File: src/rtl/alu_seq_nbits.sv
// ---------------------------------------------------------------------------
// alu_seq_nbits
//   WIDTH-bit signed/unsigned ALU with registered results and valid/ready
//   handshakes on both sides. Logic and add/subtract-class opcodes finish in
//   one cycle. Shifts and the unsigned multiply iterate one bit per cycle in a
//   small FSM. Only one operation is in flight at a time.
//
// Ports
//   clk, rst_n            clock (rising edge), asynchronous active-low reset
//   in_valid / in_ready   operation handshake; A, B, opt captured on fire
//   A, B                  operands (B[SHW-1:0] is the shift amount for shifts)
//   opt                   opcode 0..15
//   out_valid / out_ready result handshake; result and flags hold while stalled
//   result                WIDTH-bit result
//   carry_out, overflow, zero_flag, less_flag, equal_flag, illegal  status
// ---------------------------------------------------------------------------
module alu_seq_nbits #(
  parameter int WIDTH = 32,
  parameter int SHW   = $clog2(WIDTH)
) (
  input  logic             clk,
  input  logic             rst_n,
  input  logic             in_valid,
  output logic             in_ready,
  input  logic [WIDTH-1:0] A,
  input  logic [WIDTH-1:0] B,
  input  logic [3:0]       opt,
  output logic             out_valid,
  input  logic             out_ready,
  output logic [WIDTH-1:0] result,
  output logic             carry_out,
  output logic             overflow,
  output logic             zero_flag,
  output logic             less_flag,
  output logic             equal_flag,
  output logic             illegal
);

  localparam logic [1:0] S_IDLE = 2'd0;
  localparam logic [1:0] S_BUSY = 2'd1;
  localparam logic [1:0] S_DONE = 2'd2;

  localparam logic [3:0] OP_ADD = 4'd0;
  localparam logic [3:0] OP_SUB = 4'd1;
  localparam logic [3:0] OP_NOT = 4'd2;
  localparam logic [3:0] OP_AND = 4'd3;
  localparam logic [3:0] OP_OR  = 4'd4;
  localparam logic [3:0] OP_XOR = 4'd5;
  localparam logic [3:0] OP_SLT = 4'd6;
  localparam logic [3:0] OP_EQ  = 4'd7;
  localparam logic [3:0] OP_SLL = 4'd8;
  localparam logic [3:0] OP_SRL = 4'd9;
  localparam logic [3:0] OP_SRA = 4'd10;
  localparam logic [3:0] OP_MUL = 4'd11;

  localparam int MSB = WIDTH - 1;

  logic [1:0]       state;
  logic [SHW:0]     cnt;
  logic [3:0]       op_p0;
  logic [WIDTH-1:0] acc_p0;
  logic [WIDTH-1:0] mcand_p0;
  logic [WIDTH-1:0] mplier_p0;

  logic             fire_in;
  logic [SHW-1:0]   shamt;
  logic             is_shift;
  logic             go_busy;

  assign in_ready  = (state == S_IDLE);
  assign out_valid = (state == S_DONE);
  assign fire_in   = in_valid && in_ready;
  assign shamt     = B[SHW-1:0];
  assign is_shift  = (opt == OP_SLL) || (opt == OP_SRL) || (opt == OP_SRA);
  // A zero-length shift completes like a single-cycle op; MUL always iterates.
  assign go_busy   = (opt == OP_MUL) || (is_shift && (shamt != '0));

  // Single-cycle datapath, evaluated on the raw inputs at accept.
  logic [WIDTH:0]     add_w;
  logic [WIDTH:0]     sub_w;
  logic               add_ovf;
  logic               sub_ovf;
  logic signed [WIDTH-1:0] a_s;
  logic signed [WIDTH-1:0] b_s;

  assign a_s     = A;
  assign b_s     = B;
  assign add_w   = {1'b0, A} + {1'b0, B};
  assign sub_w   = {1'b0, A} + {1'b0, ~B} + (WIDTH+1)'(1);
  assign add_ovf = (a_s[MSB] == b_s[MSB]) && (add_w[MSB] != a_s[MSB]);
  assign sub_ovf = (a_s[MSB] != b_s[MSB]) && (sub_w[MSB] != a_s[MSB]);

  logic [WIDTH-1:0] sc_res;
  logic             sc_c;
  logic             sc_v;
  logic             sc_z;
  logic             sc_lt;
  logic             sc_eq;
  logic             sc_ill;

  always_comb begin
    sc_res = '0;
    sc_c   = 1'b0;
    sc_v   = 1'b0;
    sc_z   = 1'b0;
    sc_lt  = 1'b0;
    sc_eq  = 1'b0;
    sc_ill = 1'b0;
    case (opt)
      OP_ADD: begin
        sc_res = add_w[WIDTH-1:0];
        sc_c   = add_w[WIDTH];
        sc_v   = add_ovf;
        sc_z   = ~|add_w[WIDTH-1:0];
      end
      OP_SUB: begin
        sc_res = sub_w[WIDTH-1:0];
        sc_c   = sub_w[WIDTH];
        sc_v   = sub_ovf;
        sc_z   = ~|sub_w[WIDTH-1:0];
      end
      OP_NOT: begin
        sc_res = ~A;
        sc_z   = ~|(~A);
      end
      OP_AND: begin
        sc_res = A & B;
        sc_z   = ~|(A & B);
      end
      OP_OR: begin
        sc_res = A | B;
        sc_z   = ~|(A | B);
      end
      OP_XOR: begin
        sc_res = A ^ B;
        sc_z   = ~|(A ^ B);
      end
      OP_SLT: begin
        sc_res = sub_w[WIDTH-1:0];
        sc_c   = sub_w[WIDTH];
        sc_v   = sub_ovf;
        // Sign of the true difference: the MSB is wrong exactly when it overflowed.
        sc_lt  = sub_ovf ^ sub_w[MSB];
        sc_z   = ~|sub_w[WIDTH-1:0];
      end
      OP_EQ: begin
        sc_res = sub_w[WIDTH-1:0];
        sc_c   = sub_w[WIDTH];
        sc_v   = sub_ovf;
        sc_eq  = ~|sub_w[WIDTH-1:0];
      end
      OP_SLL, OP_SRL, OP_SRA: begin
        // Only reached with shamt == 0: the operand passes through.
        sc_res = A;
        sc_z   = ~|A;
      end
      OP_MUL: begin
        sc_res = '0;
      end
      default: begin
        sc_ill = 1'b1;
      end
    endcase
  end

  // Iterative step: one shift bit or one multiplier bit per BUSY cycle.
  logic [WIDTH-1:0] acc_nxt;

  always_comb begin
    acc_nxt = acc_p0;
    case (op_p0)
      OP_SLL:  acc_nxt = acc_p0 << 1;
      OP_SRL:  acc_nxt = acc_p0 >> 1;
      OP_SRA:  acc_nxt = {acc_p0[MSB], acc_p0[WIDTH-1:1]};
      OP_MUL:  acc_nxt = mplier_p0[0] ? (acc_p0 + mcand_p0) : acc_p0;
      default: acc_nxt = acc_p0;
    endcase
  end

  // ---- p0: iterative working registers (captured at accept, no reset) ----
  always_ff @(posedge clk) begin
    if (fire_in) begin
      op_p0     <= opt;
      acc_p0    <= (opt == OP_MUL) ? '0 : A;
      mcand_p0  <= A;
      mplier_p0 <= B;
    end else if (state == S_BUSY) begin
      acc_p0    <= acc_nxt;
      mcand_p0  <= mcand_p0 << 1;
      mplier_p0 <= mplier_p0 >> 1;
    end
  end

  // ---- FSM and registered outputs ----
  always_ff @(posedge clk or negedge rst_n) begin
    if (!rst_n) begin
      state      <= S_IDLE;
      cnt        <= '0;
      result     <= '0;
      carry_out  <= 1'b0;
      overflow   <= 1'b0;
      zero_flag  <= 1'b0;
      less_flag  <= 1'b0;
      equal_flag <= 1'b0;
      illegal    <= 1'b0;
    end else begin
      case (state)
        S_IDLE: begin
          if (in_valid) begin
            if (go_busy) begin
              state      <= S_BUSY;
              cnt        <= (opt == OP_MUL) ? (SHW+1)'(WIDTH) : {1'b0, shamt};
              carry_out  <= 1'b0;
              overflow   <= 1'b0;
              zero_flag  <= 1'b0;
              less_flag  <= 1'b0;
              equal_flag <= 1'b0;
              illegal    <= 1'b0;
            end else begin
              state      <= S_DONE;
              result     <= sc_res;
              carry_out  <= sc_c;
              overflow   <= sc_v;
              zero_flag  <= sc_z;
              less_flag  <= sc_lt;
              equal_flag <= sc_eq;
              illegal    <= sc_ill;
            end
          end
        end
        S_BUSY: begin
          cnt <= cnt - 1'b1;
          if (cnt == (SHW+1)'(1)) begin
            state     <= S_DONE;
            result    <= acc_nxt;
            zero_flag <= ~|acc_nxt;
          end
        end
        S_DONE: begin
          if (out_ready) state <= S_IDLE;
        end
        default: state <= S_IDLE;
      endcase
    end
  end

endmodule

File: config.mk
export PLATFORM = sky130hd
export DESIGN_NAME = alu_seq_nbits
export DESIGN_NICKNAME = d
export VERILOG_FILES = /design/src/rtl/alu_seq_nbits.sv
export SDC_FILE = /design/constraint.sdc
export NUM_CORES = 1
export LEC_CHECK = 0
export CORE_ASPECT_RATIO = 1.2
export CORE_MARGIN = 2
export CORE_UTILIZATION = 30
export CTS_BUF_LIST = sky130_fd_sc_hd__clkbuf_16
export DETAILED_ROUTE_END_ITERATION = 12
export PLACE_DENSITY = 0.5
export SYNTH_ARGS = -nofsm -noshare
export SYNTH_HDL_FRONTEND = slang
export SYNTH_SLANG_ARGS = --single-unit
File: constraint.sdc
create_clock -name clk -period 6 [get_ports clk]
set_clock_uncertainty 0.1 [all_clocks]
set_input_delay 0.9 -clock clk [delete_from_list [all_inputs] [get_ports clk]]
set_output_delay 0.9 -clock clk [all_outputs]
set_load 0.005 [all_outputs]
==> results.md <==
Outcome:
- The flow ran to the end, and the final reports show no timing, DRC or antenna violations.

Setup path:
- The required time of the critical path is 6320 ps.
- The delay contributed by the slowest stage of the critical path is 540 ps.
- The kind of end point of the critical path is a flop.
- Together, buffers and inverters on the worst path number 2.
- The slowest stage of the critical path belongs to the cell or4_4.
- The worst setup path is of the in2reg kind.
- The largest fanout of any net on the critical path is 3.
- The signal on the critical path passes through clkbuf_2 -> inv_2 -> ha_4 -> nor3_2 -> o31a_2 -> o31a_4 -> o21ai_4 -> a21oi_4 -> a2111oi_4 -> nand2b_4 -> o21bai_1 -> a21oi_2 -> fa_2 -> nand4b_1 -> a31oi_1 -> nand4_1 -> or4_1 -> or4_4 -> or4_4 -> nor4_4 -> a31oi_1 -> o31a_1 -> nand2_1.
- The arrival time at the worst endpoint is 6200 ps.
- The register-to-register setup slack is 1130 ps.
- The kind of start point of the critical path is an input port.
- Among cell families on the critical path, the largest total delay comes from simple AND/OR/NAND/NOR gates.

STA:
- The minimum setup slack in the final design is 116 ps.
- For the finished layout, the period the worst path requires is 5880 ps.
- The highest clock frequency the design can meet is 170 MHz.
- Dividing the final minimum period by the clock period gives 98.1%.
- The remaining max-slew budget at the tightest pin is 24.7%.
- Final hold analysis gives a worst-case slack of 389 ps.
- The final hold violation count came to 0.
- The max-slew violation total from the final report is 0.
- Setup violations remaining at the end of the flow were counted as 0.
- The transition at the pin with the smallest max-transition slack is 1120 ps.

Placed design:
- The detailed placer's ending HPWL is 58.6 mm.
- In this run the tool buffered the top-level ports with 111 buffer cells.
- Routability-driven placement finished with a final weighted congestion of 0.951.
- Timing analysis after detailed placement gives a worst setup slack of -1350 ps.

Yosys:
- The portion of synthesized area spent on multiplexers is 1.60%.
- By area the synthesized netlist is led by edfxtp_1 19%, ha_1 11%, dfrtp_1 7.3%, o21ai_0 6.5%, a21oi_1 5.6%.
- Yosys printed 0 warnings.
- By area, the combinational part of the netlist is dominated by compound AO/OA/AOI/OAI gates.
- For this run, the leading register cell type out of synthesis is edfxtp_1.
- After synthesis, the mean cell area works out to 7.83 um^2.
- Synthesis produced a netlist whose cell count is 2017.
- The synthesized netlist devotes 31.7% of its cell area to compound gates.
- The fraction of post-synthesis cell area in the top cell type by area is 19.0%.
- The cell with the most instances after synthesis is nand2_1.
- The share of async-settable or async-resettable flops after synthesis is 31.5%.
- The XOR/XNOR share of the synthesized area is 3.66%.
- After Yosys synthesis, and, or, nand and nor cells account for 19.5% of the synthesized area.
- The proportion of synthesized chip area in sequential cells is 26.3%.
- Summed over all instances, the cell type with the most area after synthesis is edfxtp_1.
- The number of flops mapped to enable cells by yosys is 100.
- After synthesis, the most frequently instantiated cells are 208 x nand2_1, 206 x o21ai_0, 179 x nor2_1.
- The netlist area before placement is 0.0158 mm^2.
- The synthesized design contains 146 register bits.
- After synthesis, the netlist uses 95 different library cells.
- The synthesized netlist net count is 2229.
- The post-synthesis adder-cell area fraction is 11.3%.

Routing:
- Wires add up to 73.8 mm.
- The total vias in the final route is 17200.
- The number of iterations in the first detailed-routing pass is 8.
- The detailed-route wire length per cell is 24.7 um.
- The vias per cell is 5.76.
- In this run, the number of DRC markers left after iteration 0 of detailed routing was 1560.
- The detail route stage leaves a number of antenna-violating nets equal to 0.
- After detailed routing, the number of remaining DRC violations is 0.

Power:
- The analysis attributes to cell leakage a power of 8.25 nW.
- For this design the ratio of total power to cell area is 433 mW/mm^2.
- The maximum VDD drop is 0.218 mV.

Global routing:
- The number of antenna violations at the first check in global routing is 3.
- The via count of the first global-routing pass is 16700.
- Summed over all layers, the global routing overflow is 0.
- The pin count of the biggest net entering global routing is 81.
- The total track usage is 26.9%.
- The global-route wire length before repair is 109 mm.

Cells and area:
- The share of final-layout standard cells stronger than drive strength 1 is 18.5%.
- Across the whole layout, storage elements account for 0.00415 mm^2.
- In the final layout, the multi-input gates occupy 0.0112 mm^2.
- The area added between synthesis and finish is 28.6%.
- The number of fillers in the final layout is 5454.
- The number of nets in the layout is 2480.

Floorplanning:
- The core region is 0.0523 mm^2.
- The die outline area is 0.0545 mm^2.
- The width of the die is 213 um.
- The site row count is 92.
- Pin placement for this block handled 112 I/O pins.
- The effective utilization at floorplan is 30.2%.
- Measured along the y axis, the die boundary spans 255 um.

Job:
- The tool flagged a number of max-cap violations equal to 0.

Clock tree:
- The count of H-tree levels built during CTS is 4.
- Clock-pin slew was measured on the worst setup and hold paths at 70 ps.
- CTS saw 146 sinks.
- The clock latency on the worst-skew pair is 490 ps.
- The tree is rooted in a clkbuf_16.
- The clock tree from TritonCTS is yes.
- The number of clock buffers inserted by TritonCTS is 17.
- The clock passes through at most 2 buffers.
- The post-cts hold buffer count is 0.

Hold path:
- The class of the tightest hold or removal check is reg2reg.
per-stage QoR:
step | power, mW | setup TNS [ps] | instance area (um^2) | utilization, % | cells
3_5_place_dp | 7.56 | -2690 | 19100 | 36.6 | 2948
2_1_floorplan | 5.58 | 0 | 15800 | - | 2017
4_1_cts | 8.74 | 0 | 19900 | 38.0 | 2981
5_1_grt | 9.44 | -80.4 | 20300 | 38.8 | 2986
3_3_place_gp | 7.53 | -2280 | 19100 | 36.6 | 2948
6_report | 8.79 | 0 | 20300 | 38.8 | 2987
layer usage:
| layer | vias up | global-route usage (%) | share of wire, % |
|---|---|---|---|
| met5 | - | 0 | 0 |
| met3 | 123 | 3.07 | 5.4 |
| met2 | 666 | 45.0 | 48 |
| li1 | 8036 | - | - |
| met4 | 0 | 9.96 | 3.8 |
| met1 | 8386 | 35.6 | 43 |
sequential cells by signal, summed over array words and instances (netlist names):
signal	count
mcand_p0	32
acc_p0	32
state	2
carry_out	1
equal_flag	1
result	32
cnt	6
less_flag	1
op_p0	4
overflow	1
zero_flag	1
mplier_p0	32
illegal	1
cells in the final DEF, fill, tap and decap left out, drive strengths merged, types with 36 or more instances in the layout:
cell             n
edfxtp         100
inv            120
ha             136
buf            248
nor2           179
a21oi          178
clkdlybuf4s50   72
xnor2           51
dfrtp           46
nand2          208
o21ai          214
nor3            36
where the power goes:
| part | internal [mW] | switching (mW) | total [mW] |
|---|---|---|---|
| registers | 1.82 | 0.454 | 2.27 |
| clock network | 0.580 | 0.536 | 1.12 |
| logic | 2.11 | 3.29 | 5.41 |
worst register-to-register path, delay by kind of cell, from the launching register on:
family	cells	cell delay, ps
compound gates	7	2220
xor+xnor	1	180
fa+ha+maj	2	690
flops	1	430
simple gates	3	1190
cell type report:
cell class	count	area share (%)
Antenna cell	1	0.0123
Clock buffer	17	2.10
Clock inverter	15	0.696
Inverter	113	2.10
Multi-Input combinational cell	1633	55.4
Sequential cell	146	20.5
Tap cell	705	4.35
Timing Repair Buffer	357	14.9
kinds of logic after synthesis:
kind of cell / Yosys count
buffers and inverters: 238
AO/OA/AOI/OAI: 759
multiplexers: 25
AND/OR/NAND/NOR: 643
XOR/XNOR: 66
flip-flops: 146
adder cells (fa/ha/maj): 140
worst paths after layout:
check,from,endpoint,cells after the start
max reg2reg,acc_p0[0]$_DFFE_PP_,zero_flag$_DFFE_PN0P_,13
min reg2reg,result[12]$_DFFE_PN0P_,result[12]$_DFFE_PN0P_,1
min,result[12]$_DFFE_PN0P_,result[12]$_DFFE_PN0P_,1
min in group asynchronous,rst_n,cnt[1]$_DFFE_PN0P_,2
max in group asynchronous,rst_n,result[28]$_DFFE_PN0P_,2
max,A[2],zero_flag$_DFFE_PN0P_,23
what timing repair did:
| item | in CTS | in global routing |
|---|---|---|
| buffers inserted | 1 | 5 |
| gates resized for setup | 53 | 120 |
| endpoints found under the setup margin | 2 | 2 |
| endpoints found under the hold margin | 0 | 0 |
| pin swaps | 14 | 29 |
Note: power is estimated with default switching activity, not from simulation.
